## src/rtl/uart_tx_cfg_if.sv

```systemverilog
// Write-side handshake of the UART transmitter: a word plus send request,
// with the transmitter reporting buffer space back through ready.
interface uart_tx_cfg_if #(
    parameter int DATA_W = 8
);
    logic [DATA_W-1:0] data;
    logic              send;
    logic              ready;

    modport master (output data, output send, input ready);
    modport slave  (input data, input send, output ready);
endinterface

```

## src/rtl/uart_tx_cfg.sv

```systemverilog
// Buffered UART transmitter with compile-time frame format (data width,
// parity, stop bits) and a small power-of-two FIFO in front of the shifter.
module uart_tx_cfg #(
    parameter int CLK_FREQ_HZ = 5000000,
    parameter int BAUD        = 9600,
    parameter int DATA_W      = 8,
    parameter int PARITY      = 0,
    parameter int STOP_BITS   = 1,
    parameter int FIFO_DEPTH  = 4
) (
    input  logic         clk,
    input  logic         reset,
    uart_tx_cfg_if.slave tx_if,
    output logic         TX,
    output logic         busy,
    output logic         tx_done
);
    localparam int DIV   = (CLK_FREQ_HZ + BAUD / 2) / BAUD;
    localparam int DIV_W = (DIV > 1) ? $clog2(DIV) : 1;
    localparam int AW    = $clog2(FIFO_DEPTH);
    localparam logic [DIV_W-1:0] BAUD_LAST = DIV_W'(DIV - 1);
    localparam logic [3:0]       DATA_LAST = 4'(DATA_W - 1);
    localparam logic [3:0]       STOP_LAST = 4'(STOP_BITS - 1);
    localparam logic [AW:0]      FULL      = (AW + 1)'(FIFO_DEPTH);

    typedef enum logic [2:0] {S_IDLE, S_START, S_DATA, S_PARITY, S_STOP} state_t;

    logic [DATA_W-1:0] r_mem [FIFO_DEPTH];
    logic [AW-1:0]     r_wr, r_rd;
    logic [AW:0]       r_cnt;
    logic              r_ready;
    state_t            r_state, w_state_nxt;
    logic [DIV_W-1:0]  r_baud, w_baud_nxt;
    logic [3:0]        r_bit, w_bit_nxt;
    logic [DATA_W-1:0] r_sh;
    logic              r_par, r_tx, r_busy, r_done;
    logic              w_push, w_pop, w_shift, w_done, w_tx, w_end;
    logic [AW:0]       w_cnt_nxt;

    assign w_push    = tx_if.send && r_ready;
    assign w_cnt_nxt = r_cnt + (AW + 1)'(w_push) - (AW + 1)'(w_pop);
    assign w_end     = (r_baud == BAUD_LAST);

    always_ff @(posedge clk or posedge reset) begin
        if (reset) r_state <= S_IDLE;
        else       r_state <= w_state_nxt;
    end

    always_comb begin
        w_state_nxt = r_state;
        w_baud_nxt  = r_baud + 1'b1;
        w_bit_nxt   = r_bit;
        w_pop       = 1'b0;
        w_shift     = 1'b0;
        w_done      = 1'b0;
        w_tx        = 1'b1;
        case (r_state)
            S_IDLE: begin
                w_baud_nxt = '0;
                if (r_cnt != '0) begin
                    w_pop       = 1'b1;
                    w_state_nxt = S_START;
                end
            end
            S_START: begin
                w_tx = 1'b0;
                if (w_end) begin
                    w_baud_nxt  = '0;
                    w_bit_nxt   = '0;
                    w_state_nxt = S_DATA;
                end
            end
            S_DATA: begin
                w_tx = r_sh[0];
                if (w_end) begin
                    w_baud_nxt = '0;
                    w_shift    = 1'b1;
                    if (r_bit == DATA_LAST) begin
                        w_bit_nxt   = '0;
                        w_state_nxt = (PARITY != 0) ? S_PARITY : S_STOP;
                    end else begin
                        w_bit_nxt = r_bit + 1'b1;
                    end
                end
            end
            S_PARITY: begin
                w_tx = r_par;
                if (w_end) begin
                    w_baud_nxt  = '0;
                    w_bit_nxt   = '0;
                    w_state_nxt = S_STOP;
                end
            end
            S_STOP: begin
                if (w_end) begin
                    w_baud_nxt = '0;
                    if (r_bit == STOP_LAST) begin
                        // Chain straight into the next start bit when work is queued.
                        w_done      = 1'b1;
                        w_bit_nxt   = '0;
                        w_pop       = (r_cnt != '0);
                        w_state_nxt = (r_cnt != '0) ? S_START : S_IDLE;
                    end else begin
                        w_bit_nxt = r_bit + 1'b1;
                    end
                end
            end
            default: w_state_nxt = S_IDLE;
        endcase
    end

    always_ff @(posedge clk) begin
        if (w_push) r_mem[r_wr] <= tx_if.data;
    end

    always_ff @(posedge clk or posedge reset) begin
        if (reset) begin
            r_wr    <= '0;
            r_rd    <= '0;
            r_cnt   <= '0;
            r_ready <= 1'b0;
            r_baud  <= '0;
            r_bit   <= '0;
            r_sh    <= '0;
            r_par   <= 1'b0;
            r_tx    <= 1'b1;
            r_busy  <= 1'b0;
            r_done  <= 1'b0;
        end else begin
            r_cnt   <= w_cnt_nxt;
            r_ready <= (w_cnt_nxt != FULL);
            r_baud  <= w_baud_nxt;
            r_bit   <= w_bit_nxt;
            if (w_push) r_wr <= r_wr + 1'b1;
            if (w_pop) begin
                r_rd  <= r_rd + 1'b1;
                r_sh  <= r_mem[r_rd];
                r_par <= (^r_mem[r_rd]) ^ 1'(PARITY == 1);
            end else if (w_shift) begin
                r_sh  <= {1'b0, r_sh[DATA_W-1:1]};
            end
            // Line outputs follow the FSM by one register stage.
            r_tx    <= w_tx;
            r_done  <= w_done;
            r_busy  <= (r_state != S_IDLE) || (r_cnt != '0);
        end
    end

    assign tx_if.ready = r_ready;
    assign TX          = r_tx;
    assign busy        = r_busy;
    assign tx_done     = r_done;
endmodule

```

## src/flat_wrapper.sv

```systemverilog
// flat-port wrapper written by rule: the top's interface ports become plain ports
module uart_tx_cfg_flat 
#(
    parameter int CLK_FREQ_HZ = 5000000,
    parameter int BAUD        = 9600,
    parameter int DATA_W      = 8,
    parameter int PARITY      = 0,
    parameter int STOP_BITS   = 1,
    parameter int FIFO_DEPTH  = 4
)
  (clk, reset, TX, busy, tx_done, tx_if_data, tx_if_send, tx_if_ready);
  uart_tx_cfg_if #(.DATA_W(DATA_W)) tx_if_i ();
  input  logic clk;
  input  logic reset;
  output logic TX;
  output logic busy;
  output logic tx_done;
  input wire logic [$bits(tx_if_i.data)-1:0] tx_if_data;
  input wire logic [$bits(tx_if_i.send)-1:0] tx_if_send;
  output wire logic [$bits(tx_if_i.ready)-1:0] tx_if_ready;
  assign tx_if_i.data = tx_if_data;
  assign tx_if_i.send = tx_if_send;
  assign tx_if_ready = tx_if_i.ready;
  uart_tx_cfg #(.CLK_FREQ_HZ(CLK_FREQ_HZ), .BAUD(BAUD), .DATA_W(DATA_W), .PARITY(PARITY), .STOP_BITS(STOP_BITS), .FIFO_DEPTH(FIFO_DEPTH)) u_core (.clk(clk), .reset(reset), .tx_if(tx_if_i), .TX(TX), .busy(busy), .tx_done(tx_done));
endmodule
```

## config.mk

```make
export PLATFORM = sky130hd
export DESIGN_NAME = uart_tx_cfg_flat
export DESIGN_NICKNAME = d
export VERILOG_FILES = /design/src/rtl/uart_tx_cfg_if.sv /design/src/rtl/uart_tx_cfg.sv /design/src/flat_wrapper.sv
export SDC_FILE = /design/constraint.sdc
export NUM_CORES = 1
export LEC_CHECK = 0
export ABC_AREA = 1
export CORE_MARGIN = 3
export CORE_UTILIZATION = 63
export CTS_BUF_LIST = sky130_fd_sc_hd__clkbuf_4 sky130_fd_sc_hd__clkbuf_8
export DETAILED_ROUTE_END_ITERATION = 10
export PLACE_DENSITY = 0.82
export SETUP_SLACK_MARGIN = 0.2
export SLEW_MARGIN = 0
export SYNTH_ARGS = -nofsm -noshare
export SYNTH_HDL_FRONTEND = slang
export SYNTH_SLANG_ARGS = --single-unit
export TNS_END_PERCENT = 10
```

## constraint.sdc

```tcl
create_clock -name clk -period 2.8 [get_ports clk]
set_input_delay 0.42 -clock clk [delete_from_list [all_inputs] [get_ports clk]]
set_output_delay 0.42 -clock clk [all_outputs]
set_load 0.1 [all_outputs]
```

==> summary.txt, run 1 <==
Outcome: finished clean
Rel. slew slack: 55.54%
Post-Syn Area: 0.003563 mm^2
Layout area overhead: 11.20%
Layout cells sized above 1: 13.57%
Initial Util: 67.20%
Yosys top cell area share: 26.97%
Clock Tree Root: clkbuf_8
Yosys warning total: 0
Initial antenna violation count: 0
Average wire per standard cell: 12.81 um
Post-route cell area: 0.003963 mm^2
Flop and latch count out of synthesis: 69
Sink Count: 69
Asr flop ratio synth: 53.62%
Non-Filler Instances: 512
Number of buffers added for setup after CTS: 0
Sequential fraction of the synthesis area: 52.98%
Post-Synth Adder-Cell Area: 4.073%
Nets: 459
Largest net degree at the start of global routing: 38
# setup viols final: 0
FP Rows: 26
Area leader, netlist: edfxtp_1
Slew Viols, Final: 0
Initial DRT Pass Iterations: 4
Die height: 81.21 um
Routed via count: 2634
Core area: 0.005303 mm^2
Critical path capture point type: flop
Max-capacitance violation count: 0
Max Used Layer: met4
Largest cells by area after synthesis: edfxtp_1 27%, dfrtp_1 25%, nand2_1 18%, inv_1 4.1%, nand3_1 3.9%
Pwr Total: 0.004209 W
# DRC: 0
Distinct cell type count after synthesis: 33
CTS Buf Count: 9
Crit Path Class: flop to flop
Post-Synth Simple-Gate Area: 30.23%
Compound-Gate Fraction of Synth Area: 5.197%
Ant diodes: 0
Synth Instances: 413
Synth Net Count: 435
Io pins: 15
LEAKAGE: 1.818 nW
Post-CTS Hold Fix Bufs: 0
Drt first-iter violations: 145
Most common cell in the synthesized netlist: nand2_1
Clock buffer depth: 2
Fillers: 380
Crit path DAT: 2.61 ns
Cell Area, Placed: 0.003774 mm^2
CP startpoint kind: flop
Tcrit/Tclk final: 85.47%
Final Hold Fails: 0
DR vias/cell: 5.145
Clock Latency Late Sink: 0.34 ns
Top FF cell, synth: dfrtp_1
Synth cell count leaders: 168 x nand2_1, 39 x inv_1, 36 x dfrtp_1
Count of flip-flops with a built-in enable after synthesis: 32
Placed Cells: 496
WL met2: 3243 um
Post-Route Skew: 0.01121 ns
Main combinational cell family by area after synthesis: simple AND/OR/NAND/NOR gates
Port-buffer cells: 14
Post-CTS Resized: 0
Die area: 0.006594 mm^2
Met3 wire length: 218 um
HP Class: primary input to asynchronous set/reset pin
Overall global routing resource usage: 22.66%
Mux cell area share after synthesis: 0%
First-pass GRT wire length: 11210 um
Least-Margin Pin Slew: 0.6669 ns
Avg Cell Area, Syn: 8.628 um^2
Max Freq: 417.8 MHz
DP HPWL: 4682 um
RePlAce Congestion: 0.8623
Die extent in x: 81.21 um
Worst ir drop on vdd: 0.6879 mV
R2R Setup Slk: 0.41 ns
Setup TNS: 0 ns
Synth Area in XOR/XNOR: 1.229%
Pwr Density: 1062 mW/mm^2
CP required: 3.02 ns
RSZ-0062 raised after global routing: false
ANT nets after route: 0
H-Tree Depth: 3
Grt total ovfl: 0
WL met1: 2997 um
CTS tree: yes
CTS clk-pin slew, worst paths: 0.08 ns
Total routed wirelength: 6559 um
Crit-path max FO: 4
Final worst path period need: 2.393 ns
Vias in the first global route: 2549
path summary, 6_finish.rpt:
| path | start | end | cells after the start |
|---|---|---|---|
| hold reg to reg | u_core.r_sh[1] | u_core.r_sh[1] | 2 |
| setup / recovery | u_core.r_baud[0] | u_core.tx_if.ready | 12 |
| min in group clk | u_core.r_sh[1] | u_core.r_sh[1] | 2 |
| setup reg to reg | u_core.r_baud[0] | u_core.tx_if.ready | 12 |
| hold / removal | reset | u_core.r_baud[7] | 3 |
| max in group asynchronous | reset | u_core.TX | 3 |
power by group:
part,internal [W],switching (W)
clock,0.000406,0.000375
combinational,0.000610,0.00125
sequential,0.00134,0.000227
total,0.00236,0.00185
sequential cells by signal, indices dropped and copies added (netlist names), 2 cells and up:
| register | count |
|---|---|
| u_core.r_mem | 32 |
| u_core.r_baud | 10 |
| u_core.r_sh | 8 |
| u_core.r_bit | 4 |
| u_core.r_cnt | 3 |
| u_core.r_state | 3 |
| u_core.r_rd | 2 |
| u_core.r_wr | 2 |
kinds of logic (layout without fill, tap and decap cells):
kind of cell	Yosys count	in the layout
AO/OA/AOI/OAI	28	28
XOR/XNOR	5	5
adder cells (fa/ha/maj)	11	11
buffers and inverters	52	81
flip-flops	69	69
AND/OR/NAND/NOR	248	248
through the flow:
step / utilization [%] / hold WS [ns] / setup slack, ns
CTS: 74.73 / 0.4864 / 0.3859
global placement: 71.17 / 0.4651 / 0.5992
finish: 74.73 / 0.4785 / 0.4068
floorplan: - / 0.4471 / 0.4918
detailed placement: 71.17 / 0.4678 / 0.4268
global route: 74.73 / 0.5055 / 0.2473
critical path, cell delays in order, from the launching register on:
cell     delay (ns)
dfrtp_1        0.43
inv_1          0.08
ha_1           0.15
nand2_1        0.06
inv_1          0.13
nand3_2        0.14
a21oi_4        0.17
ha_1           0.26
inv_1          0.07
ha_1           0.17
fa_1           0.45
nor2_1         0.12
nand2_1        0.06
placed cells by master (no fill, tap or decap), types with 5 or more instances in the layout:
master,instances
a21oi_2,5
buf_4,10
clkbuf_8,9
clkdlybuf4s50_1,10
dfrtp_1,36
edfxtp_1,32
ha_1,10
inv_1,39
inv_2,5
nand2_1,168
nand3_1,28
nor2_1,26
nor2_2,11
o21ai_0,16
metal layers:
| metal | up-vias | global-route usage, % |
|---|---|---|
| met5 | - | 0 |
| met4 | 0 | 8.953 |
| met3 | 10 | 3.769 |
| met2 | 48 | 38.26 |
| met1 | 1217 | 29.16 |
| li1 | 1359 | - |
final cells by class:
class / count / area (um^2) / area share [%]
inverters: 45 / 171.4 / 4.326
clock buffers: 9 / 123.9 / 3.126
well taps: 70 / 87.58 / 2.210
clock inverters: 7 / 65.06 / 1.642
repair buffers: 20 / 175.2 / 4.421
multi-input cells: 292 / 1451 / 36.63
flip-flops and latches: 69 / 1888 / 47.65
Power figures use the tool's default switching activity.
==> run 2: changes to the inputs <==
--- a/config.mk
+++ b/config.mk
@@ -12,7 +12,7 @@
 export DETAILED_ROUTE_END_ITERATION = 10
 export PLACE_DENSITY = 0.82
 export SETUP_SLACK_MARGIN = 0.2
-export SLEW_MARGIN = 0
+export SLEW_MARGIN = 20
 export SYNTH_ARGS = -nofsm -noshare
 export SYNTH_HDL_FRONTEND = slang
 export SYNTH_SLANG_ARGS = --single-unit
==> results of run 2 <==
The final DEF is identical to that of run 1; final timing and power are the same.
==> run 3: changes to the inputs <==
--- a/config.mk
+++ b/config.mk
@@ -6,11 +6,13 @@
 export NUM_CORES = 1
 export LEC_CHECK = 0
 export ABC_AREA = 1
+export CELL_PAD_IN_SITES_DETAIL_PLACEMENT = 0
+export CELL_PAD_IN_SITES_GLOBAL_PLACEMENT = 1
 export CORE_MARGIN = 3
-export CORE_UTILIZATION = 63
+export CORE_UTILIZATION = 48
 export CTS_BUF_LIST = sky130_fd_sc_hd__clkbuf_4 sky130_fd_sc_hd__clkbuf_8
 export DETAILED_ROUTE_END_ITERATION = 10
-export PLACE_DENSITY = 0.82
+export PLACE_DENSITY_LB_ADDON = 0.1
 export SETUP_SLACK_MARGIN = 0.2
 export SLEW_MARGIN = 20
 export SYNTH_ARGS = -nofsm -noshare
==> summary.txt, run 3 (synthesis gave the netlist of run 1 again) <==
Outcome: finished clean
Layout cells sized above 1: 13.77%
# setup viols final: 0
Tcrit/Tclk final: 81.45%
Largest regs: u_core.r_mem x32, u_core.r_baud x10, u_core.r_sh x8
Average wire per standard cell: 12.06 um
CTS tree: yes
Setup TNS: 0 ns
RSZ-0062 raised after global routing: false
CTS Buf Count: 9
Ant diodes: 0
Core area: 0.006982 mm^2
Worst ir drop on vdd: 0.4424 mV
Clock buffer depth: 2
Most frequent cells in the layout: 168 x nand2_1, 39 x inv_1, 36 x dfrtp_1
Post-CTS Resized: 0
Clock Latency Late Sink: 0.34 ns
Max-capacitance violation count: 0
HP Class: primary input to asynchronous set/reset pin
DR vias/cell: 4.785
Nets: 460
Reg-to-Reg Start: u_core.r_baud[0]
Delay-heaviest family, CP: adder cells
Final worst path period need: 2.281 ns
FP Rows: 30
LEAKAGE: 1.833 nW
Max Used Layer: met4
WP buf/inv: 3
Initial antenna violation count: 0
Largest net degree at the start of global routing: 26
WL met1: 3036 um
Grt total ovfl: 0
Port-buffer cells: 14
CTS clk-pin slew, worst paths: 0.08 ns
Die extent in x: 92.16 um
RePlAce Congestion: 0.7850
Most common cell after layout, fill and taps aside: nand2_1
Met3 wire length: 266 um
Slowest stage delay, CP: 0.43 ns
Crit path DAT: 2.51 ns
Drt first-iter violations: 135
Crit-path max FO: 4
Overall global routing resource usage: 17.34%
Worst hold slack: 0.3859 ns
Pwr Density: 1059 mW/mm^2
CP startpoint kind: flop
Clock Tree Root: clkbuf_8
CP Cell Sequence: inv_1, ha_1, nand2_1, inv_1, nand3_2, a21oi_4, ha_1, inv_1, ha_1, fa_1, nor2_1, nand2_1
Max reg flops: 32
CP required: 3.03 ns
Final Hold Fails: 0
Vias in the first global route: 2515
ANT nets after route: 0
Sink Count: 69
Post-Route Skew: 0.01000 ns
Slew Viols, Final: 0
H-Tree Depth: 3
Die height: 92.16 um
Max Freq: 438.5 MHz
Post-CTS Hold Fix Bufs: 0
First-pass GRT wire length: 11450 um
Io pins: 15
Total routed wirelength: 6502 um
Routed via count: 2579
# DRC: 0
Rel. slew slack: 57.04%
Crit-path slowest cell: dfrtp_1
Least-Margin Pin Slew: 0.6444 ns
Die area: 0.008493 mm^2
Crit Path Class: flop to flop
Number of buffers added for setup after CTS: 0
Most flop-heavy register: u_core.r_mem
WL met2: 3098 um
DP HPWL: 4781 um
CP startpoint: u_core.r_baud[0]
Initial DRT Pass Iterations: 4
Critical path capture point type: flop
Initial Util: 51.04%
Layout area overhead: 13.03%
[run 3: cell count changes in the layout (fill, tap and decap cells not counted)]
cell and change:
clkinv_4 +1, buf_4 +1, clkinv_2 -1, inv_6 -1, bufinv_16 +1
[run 3: path summary, 6_finish.rpt]
kind	end	slack [ns]	depth (start not counted)
min	u_core.r_bit[3]	0.39	2
min reg2reg	u_core.r_sh[1]	0.48	2
max in group asynchronous	u_core.r_state[2]	1.70	3
max reg2reg	u_core.tx_if.ready	0.52	12
min in group clk	u_core.r_sh[1]	0.48	2
max	u_core.tx_if.ready	0.52	12
[run 3: worst register-to-register path: cells and delay by family, from the launching register on]
family,cells,cell delay [ns]
AO/OA/AOI/OAI,1,0.15
buffers and inverters,3,0.27
adder cells (fa/ha/maj),4,0.96
flip-flops,1,0.43
AND/OR/NAND/NOR,4,0.37
[run 3: cell type report]
| type | count | area [um^2] |
|---|---|---|
| clock buffer | 9 | 123.9 |
| inverter | 45 | 171.4 |
| fill | 667 | 2954 |
| multi-input combinational | 292 | 1451 |
| timing repair buffer | 21 | 182.7 |
| clock inverter | 7 | 90.09 |
| tap | 96 | 120.1 |
| sequential | 69 | 1888 |
[run 3: per-layer routing]
metal  vias up  global-route usage [%]
met5         -                       0
met4         0                   6.436
met3        10                   3.692
met2        46                   28.53
met1      1169                   22.56
li1       1354                       -
[run 3: power breakdown]
part           internal, W  switching [W]
Sequential         0.00135       0.000191
Clock             0.000496       0.000370
Combinational     0.000610        0.00125
Total              0.00245        0.00181
[run 3: stage by stage]
stage | util, % | instance area [um^2] | std cells | total power, W | setup slack [ns]
finish | 57.69 | 4028 | 539 | 0.004263 | 0.5193
global placement | 54.62 | 3814 | 523 | 0.003405 | 0.6092
global route | 57.69 | 4028 | 539 | 0.004669 | 0.3369
floorplan | - | 3563 | 413 | 0.003031 | 0.4918
detailed placement | 54.62 | 3814 | 523 | 0.003432 | 0.5322
CTS | 57.69 | 4028 | 539 | 0.004317 | 0.4909
